File: src/rtl/renode_apb3_pkg.sv
// Shared definitions for the APB3 requester arbiter.
//   state_t    : APB3 phase sequencer states (IDLE, SETUP, ACCESS)
//   req_idx_t  : requester index wide enough for the largest supported count (16)
//   next_idx   : round-robin successor of an index for a given requester count
package renode_apb3_pkg;

    localparam int MaxRequesters = 16;
    localparam int IdxWidth      = $clog2(MaxRequesters);

    typedef logic [IdxWidth-1:0] req_idx_t;

    typedef enum logic [1:0] {
        STATE_IDLE,
        STATE_SETUP,
        STATE_ACCESS
    } state_t;

    function automatic req_idx_t next_idx(input req_idx_t idx, input int n);
        return (int'(idx) == n - 1) ? '0 : idx + req_idx_t'(1);
    endfunction

endpackage

File: src/rtl/renode_rr_arbiter.sv
// Combinational round-robin pick.
//   req   in  N     request vector
//   ptr   in  idx   index that has highest priority this cycle
//   grant out N     one-hot winner (0 when nothing requested)
//   idx   out idx   index of the winner
//   any   out 1     at least one request present
// The pointer register is owned by the parent.
module renode_rr_arbiter
    import renode_apb3_pkg::*;
#(
    parameter int N = 4
) (
    input  logic [N-1:0] req,
    input  req_idx_t     ptr,
    output logic [N-1:0] grant,
    output req_idx_t     idx,
    output logic         any
);

    always_comb begin
        int c;
        c     = 0;
        grant = '0;
        idx   = '0;
        any   = 1'b0;
        // Walk N positions starting at ptr, wrapping; first set bit wins.
        for (int i = 0; i < N; i++) begin
            c = int'(ptr) + i;
            if (c >= N) c = c - N;
            if (!any && req[c]) begin
                any      = 1'b1;
                grant[c] = 1'b1;
                idx      = req_idx_t'(c);
            end
        end
    end

endmodule

File: src/rtl/renode_apb3_requester_arbiter.sv
// Shares one APB3 requester port among NumRequesters initiators, round-robin.
// Optional feature macro: APB3_ARB_TIMEOUT_EN (ACCESS-phase timeout abort).
//   clk, rst_n            clock, asynchronous active-low reset
//   req/req_write         per-initiator request level and direction
//   req_addr/req_wdata    flattened per-initiator payload (slice i = initiator i)
//   gnt                   one-hot pulse; payload is captured in this cycle
//   rsp_valid             one-hot completion pulse, with rsp_rdata/rsp_err
//   timeout               abort pulse (constant 0 without the macro)
//   paddr/pwrite/pwdata/psel/penable   APB3 request side
//   pready/pslverr/prdata              APB3 completer response
// Handshake: an initiator holds req until it sees gnt; gnt is combinational
// (IDLE, or the pready cycle of ACCESS) so the transfer is captured on the
// very edge that ends the gnt cycle. Every other output is registered.
module renode_apb3_requester_arbiter
    import renode_apb3_pkg::*;
#(
    parameter int NumRequesters = 4,
    parameter int AddressWidth  = 32,
    parameter int DataWidth     = 32,
    parameter int TimeoutCycles = 256
) (
    input  logic                                   clk,
    input  logic                                   rst_n,
    input  logic [NumRequesters-1:0]               req,
    input  logic [NumRequesters-1:0]               req_write,
    input  logic [NumRequesters*AddressWidth-1:0]  req_addr,
    input  logic [NumRequesters*DataWidth-1:0]     req_wdata,
    output logic [NumRequesters-1:0]               gnt,
    output logic [NumRequesters-1:0]               rsp_valid,
    output logic [DataWidth-1:0]                   rsp_rdata,
    output logic                                   rsp_err,
    output logic                                   timeout,
    output logic [AddressWidth-1:0]                paddr,
    output logic                                   pwrite,
    output logic [DataWidth-1:0]                   pwdata,
    output logic                                   psel,
    output logic                                   penable,
    input  logic                                   pready,
    input  logic                                   pslverr,
    input  logic [DataWidth-1:0]                   prdata
);

    localparam int N  = NumRequesters;
    localparam int AW = AddressWidth;
    localparam int DW = DataWidth;
    localparam logic [N-1:0] One = N'(1);

    state_t   state;
    req_idx_t ptr;
    req_idx_t cur;
    logic     cur_write;

    logic [N-1:0] win;
    req_idx_t     win_idx;
    logic         win_any;

    renode_rr_arbiter #(.N(N)) u_arb (
        .req   (req),
        .ptr   (ptr),
        .grant (win),
        .idx   (win_idx),
        .any   (win_any)
    );

    logic          grant_window;
    logic          take;
    logic [AW-1:0] sel_addr;
    logic [DW-1:0] sel_wdata;
    logic          sel_write;
    logic          expire;

    // Grants happen in IDLE or in the completing ACCESS cycle (back-to-back).
    // Gated by rst_n so every output is 0 while reset is held.
    assign grant_window = (state == STATE_IDLE) || ((state == STATE_ACCESS) && pready);
    assign take         = rst_n && grant_window && win_any;
    assign gnt          = take ? win : '0;

    always_comb begin
        sel_addr  = req_addr[int'(win_idx)*AW +: AW];
        sel_wdata = req_wdata[int'(win_idx)*DW +: DW];
        sel_write = req_write[win_idx];
    end

`ifdef APB3_ARB_TIMEOUT_EN
    localparam int CntWidth = $clog2(TimeoutCycles + 1);
    logic [CntWidth-1:0] wait_cnt;

    // wait_cnt counts completed ACCESS cycles without pready; expire marks
    // the last allowed one.
    assign expire = (wait_cnt == CntWidth'(TimeoutCycles - 1));

    always_ff @(posedge clk or negedge rst_n) begin
        if (!rst_n) begin
            wait_cnt <= '0;
            timeout  <= 1'b0;
        end else begin
            timeout <= (state == STATE_ACCESS) && !pready && expire;
            if (state == STATE_SETUP)
                wait_cnt <= '0;
            else if ((state == STATE_ACCESS) && !pready)
                wait_cnt <= wait_cnt + CntWidth'(1);
        end
    end
`else
    assign expire  = 1'b0;
    assign timeout = 1'b0;
`endif

    always_ff @(posedge clk or negedge rst_n) begin
        if (!rst_n) begin
            state     <= STATE_IDLE;
            ptr       <= '0;
            cur       <= '0;
            cur_write <= 1'b0;
            rsp_valid <= '0;
            rsp_rdata <= '0;
            rsp_err   <= 1'b0;
            paddr     <= '0;
            pwrite    <= 1'b0;
            pwdata    <= '0;
            psel      <= 1'b0;
            penable   <= 1'b0;
        end else begin
            rsp_valid <= '0;
            rsp_rdata <= '0;
            rsp_err   <= 1'b0;
            case (state)
                STATE_IDLE: begin
                    if (win_any) begin
                        state   <= STATE_SETUP;
                        psel    <= 1'b1;
                        penable <= 1'b0;
                    end
                end
                STATE_SETUP: begin
                    state   <= STATE_ACCESS;
                    penable <= 1'b1;
                end
                STATE_ACCESS: begin
                    if (pready) begin
                        rsp_valid <= One << cur;
                        rsp_rdata <= cur_write ? '0 : prdata;
                        rsp_err   <= pslverr;
                        penable   <= 1'b0;
                        if (win_any) begin
                            state <= STATE_SETUP;
                        end else begin
                            state <= STATE_IDLE;
                            psel  <= 1'b0;
                        end
                    end else if (expire) begin
                        rsp_valid <= One << cur;
                        rsp_err   <= 1'b1;
                        state     <= STATE_IDLE;
                        psel      <= 1'b0;
                        penable   <= 1'b0;
                    end
                end
                default: begin
                    state   <= STATE_IDLE;
                    psel    <= 1'b0;
                    penable <= 1'b0;
                end
            endcase
            // Payload capture on every grant; paddr/pwdata otherwise hold.
            if (take) begin
                cur       <= win_idx;
                cur_write <= sel_write;
                ptr       <= next_idx(win_idx, N);
                paddr     <= sel_addr;
                pwrite    <= sel_write;
                pwdata    <= sel_write ? sel_wdata : '0;
            end
        end
    end

endmodule

File: config.mk
export PLATFORM = sky130hd
export DESIGN_NAME = renode_apb3_requester_arbiter
export DESIGN_NICKNAME = d
export VERILOG_FILES = /design/src/rtl/renode_apb3_pkg.sv /design/src/rtl/renode_rr_arbiter.sv /design/src/rtl/renode_apb3_requester_arbiter.sv
export SDC_FILE = /design/constraint.sdc
export NUM_CORES = 1
export LEC_CHECK = 0
export ABC_AREA = 1
export BUFFER_PORTS_ARGS = -buffer_cell sky130_fd_sc_hd__buf_4
export CORE_MARGIN = 10
export CORE_UTILIZATION = 42
export CTS_CLUSTER_SIZE = 24
export DETAILED_ROUTE_END_ITERATION = 10
export HOLD_SLACK_MARGIN = 0.03
export PLACE_DENSITY = 0.82
export SETUP_SLACK_MARGIN = 0.1
export SYNTH_ARGS = -nofsm -noshare
export SYNTH_HDL_FRONTEND = slang
export SYNTH_SLANG_ARGS = --single-unit
File: constraint.sdc
create_clock -name clk -period 3.5 [get_ports clk]
set_clock_uncertainty 0.15 [all_clocks]
set_input_delay 0.175 -clock clk [delete_from_list [all_inputs] [get_ports clk]]
set_output_delay 0.175 -clock clk [all_outputs]
set_load 0.005 [all_outputs]
==> results.cfg <==
[run_status]
outcome = complete, but fails checks
violations = negative setup slack

[synth]
synth_edf_count = 0
synth.largest_area_cell = dfrtp_1
synth_adder_area_share_pct = 3.866
synth_xor_area_share_pct = 0.7578
synth_seq_area_share_pct = 34.95
synth_top_family_by_area = simple AND/OR/NAND/NOR gates
yosysWarnings = 0
synth_common_cells = nand2_1, nand3_1, inv_1, dfrtp_1, nor2_1
ys_top_cells_by_area = dfrtp_1, nand2_1, nand3_1
synth.most_common_cell = nand2_1
synth_nets = 1538
ys_ff_latch = 113
synth_top_area_share_pct = 34.95
synth_area_um2 = 8090
avgSynthCellArea_um2 = 6.670
synth_ff_type = dfrtp_1
async_reset_ff_share_pct = 100.0
synthCells = 1213
synth-compound-area-share_pct = 3.464
synth_simple_gate_area_share_pct = 44.05
synthMuxAreaShare_pct = 0
ys_types = 37

[floorplanning]
start_util_pct = 42.96
die_w_um = 158.8
ioPinCount = 409
rows = 50
die_area_um2 = 25210
core_um2 = 18830
die_h_um = 158.8

[timing]
setup_ws_ns = -0.2493
setup_viol = 68
hold_viol = 0
rsz0062_at_grt = yes
tightest_slew_ns = 1.342
maxSlewHeadroom_pct = 10.33
finalCriticalPeriod_ns = 3.749
fin_tns_setup_ns = -9.261
drv_slew = 0
finalCritPeriodShare_pct = 107.1
fmax_mhz = 266.7

[hold_path]
hold_end = pwdata[2]$_DFFE_PN0P_
min_from = req_wdata[2]
min_path_type = in -> reg
whs_path_depth = 7

[global_route]
grt_pass1_vias = 11310
grtUsageTotal_pct = 33.78
antenna_found_initial = 16
overflow = 0
grt_pass1_wl_um = 67340
grt_max_degree = 67

[routing]
dr.pass1.iters = 11
detail-route-antenna-nets = 0
wl_um = 49600
vias = 11820
route.detailed.drc = 0
post_drt_wl_per_cell_um = 23.86
first_iter_violations = 1469
routed_via_density = 5.683

[worst_setup_path]
cp_max_fo = 37
rr_startpoint = ptr[1]$_DFFE_PN0P_
rr_endpoint = paddr[19]$_DFFE_PN0P_
reg2reg_depth = 16
cp.arrival_ns = 3.96
cp-end-kind = flop
path_class = reg -> reg
cp.required_ns = 3.71
reg2reg_setup_slack_ns = -0.25
start_kind = flop

[clock_network]
h-tree-depth = 4
path_clk_slew_ns = 0.07
cts_sinks = 113
cts_tree = done
cts-buffers-inserted = 17
clockBufferDepth = 2
clock_latency_ns = 0.42
cts-root-buf = clkbuf_16

[flow_run]
maxCapViolCount = 0

[place]
pre_cts_ws_ns = 0.1067
io_buffers = 407
gp_congestion = 0.9515
dpl.hpwl_um = 26740

[power_and_ir_drop]
power_leakage_nw = 7.807
ir_worst_vdd_v = 0.0008452
p_per_area_nw_per_um2 = 1067

[final_layout]
drive_gt1_share_pct = 32.35
n_fill_cell = 1187
syn2layout_area_growth_pct = 77.62
utilization_pct = 76.31
final_nets = 2117
## cells by family after synthesis
kind of cell | count (synthesis)
other | 1
AO/OA/AOI/OAI | 50
buffers and inverters | 232
adder cells (fa/ha/maj) | 25
XOR/XNOR | 7
AND/OR/NAND/NOR | 785
flip-flops | 113
## worst max-delay path, stage by stage (launching register included)
cell	delay [ns]
dfrtp_2	0.41
inv_2	0.07
buf_4	0.14
buf_4	0.16
ha_1	0.33
inv_1	0.11
nand3_2	0.11
nand2_4	0.12
nand4_4	0.19
nand2_2	0.31
nand2_8	0.26
inv_2	0.20
buf_6	0.27
nand2_1	0.08
nand3_1	0.38
nand3_4	0.21
nand2_4	0.14
## flip-flops by register name, summed over array words and instances, names as in the netlist, 4 cells and up
signal,flops
rsp_rdata,32
rsp_valid,4
ptr,4
paddr,32
pwdata,32
cur,4
## cell type report
| type | instances | area (µm²) | area share (%) |
|---|---|---|---|
| Antenna cell | 14 | 35.03 | 0.2438 |
| Clock buffer | 18 | 439.2 | 3.056 |
| Clock inverter | 14 | 155.1 | 1.080 |
| Inverter | 161 | 604.3 | 4.205 |
| Multi-Input combinational cell | 868 | 4617 | 32.13 |
| Sequential cell | 113 | 2829 | 19.69 |
| Tap cell | 260 | 325.3 | 2.264 |
| Timing Repair Buffer | 631 | 5365 | 37.34 |
## how the worst max path moves through the flow
stage | startpoint | to | cells after the start
after global placement | ptr[1]$_DFFE_PN0P_ | gnt[2] | 20
after floorplan | ptr[1]$_DFFE_PN0P_ | gnt[2] | 17
after detailed placement | ptr[1]$_DFFE_PN0P_ | gnt[2] | 20
after global routing | ptr[1]$_DFFE_PN0P_ | gnt[2] | 17
after CTS | ptr[2]$_DFFE_PN0P_ | gnt[2] | 19
final | ptr[1]$_DFFE_PN0P_ | paddr[19]$_DFFE_PN0P_ | 16
## through the flow
step	instances	hold WS, ns	power (mW)	instance area (µm²)
final	2079	0.04445	15.34	14370
after global routing	2077	0.07405	16.23	14370
after CTS	2052	0.03083	13.10	13850
after detailed placement	1835	0.2324	10.62	11320
after global placement	1835	0.2322	10.43	11320
after floorplan	1213	-0.2706	8.120	8090
## timing repair
action,CTS,global route
hold endpoints to repair,186,0
resized for setup,28,66
hold buffers,170,0
pin swaps,10,24
gates cloned,0,4
endpoints found under the setup margin,4,72
buffers inserted,15,13
## per-layer routing
layer | vias to the layer above | share of wire (%) | track usage [%]
met5 | - | 0.038 | 0
met4 | 2 | 9.6 | 24.32
met2 | 1098 | 45 | 54.42
met1 | 5350 | 33 | 35.72
met3 | 381 | 13 | 12.78
li1 | 4984 | - | -
## report_power, final
part / internal, mW / total [mW] / switching [mW]
clock network: 1.08 / 1.77 / 0.696
logic: 4.28 / 11.6 / 7.32
registers: 1.68 / 1.96 / 0.280
## placed cells by master (no fill, tap or decap), drive strengths merged, types with 2 or more instances in the layout
master       synthesis  layout
a21oi                9       9
a41oi                2       2
buf                 62     458
bufinv               0       2
clkbuf               9      21
clkinv               0       7
clkinvlp             0       2
dfrtp              113     113
diode                0      14
dlygate4sd3          0     170
ha                  25      25
inv                161     164
nand2              441     441
nand3              234     234
nand3b              43      43
nand4                4       4
nor2                53      53
nor3                 3       3
nor4                 4       4
o211ai               3       3
o21a                 3       3
o21ai               32      32
xnor2                2       2
xor2                 5       5
(Power assumes the default switching activity.)
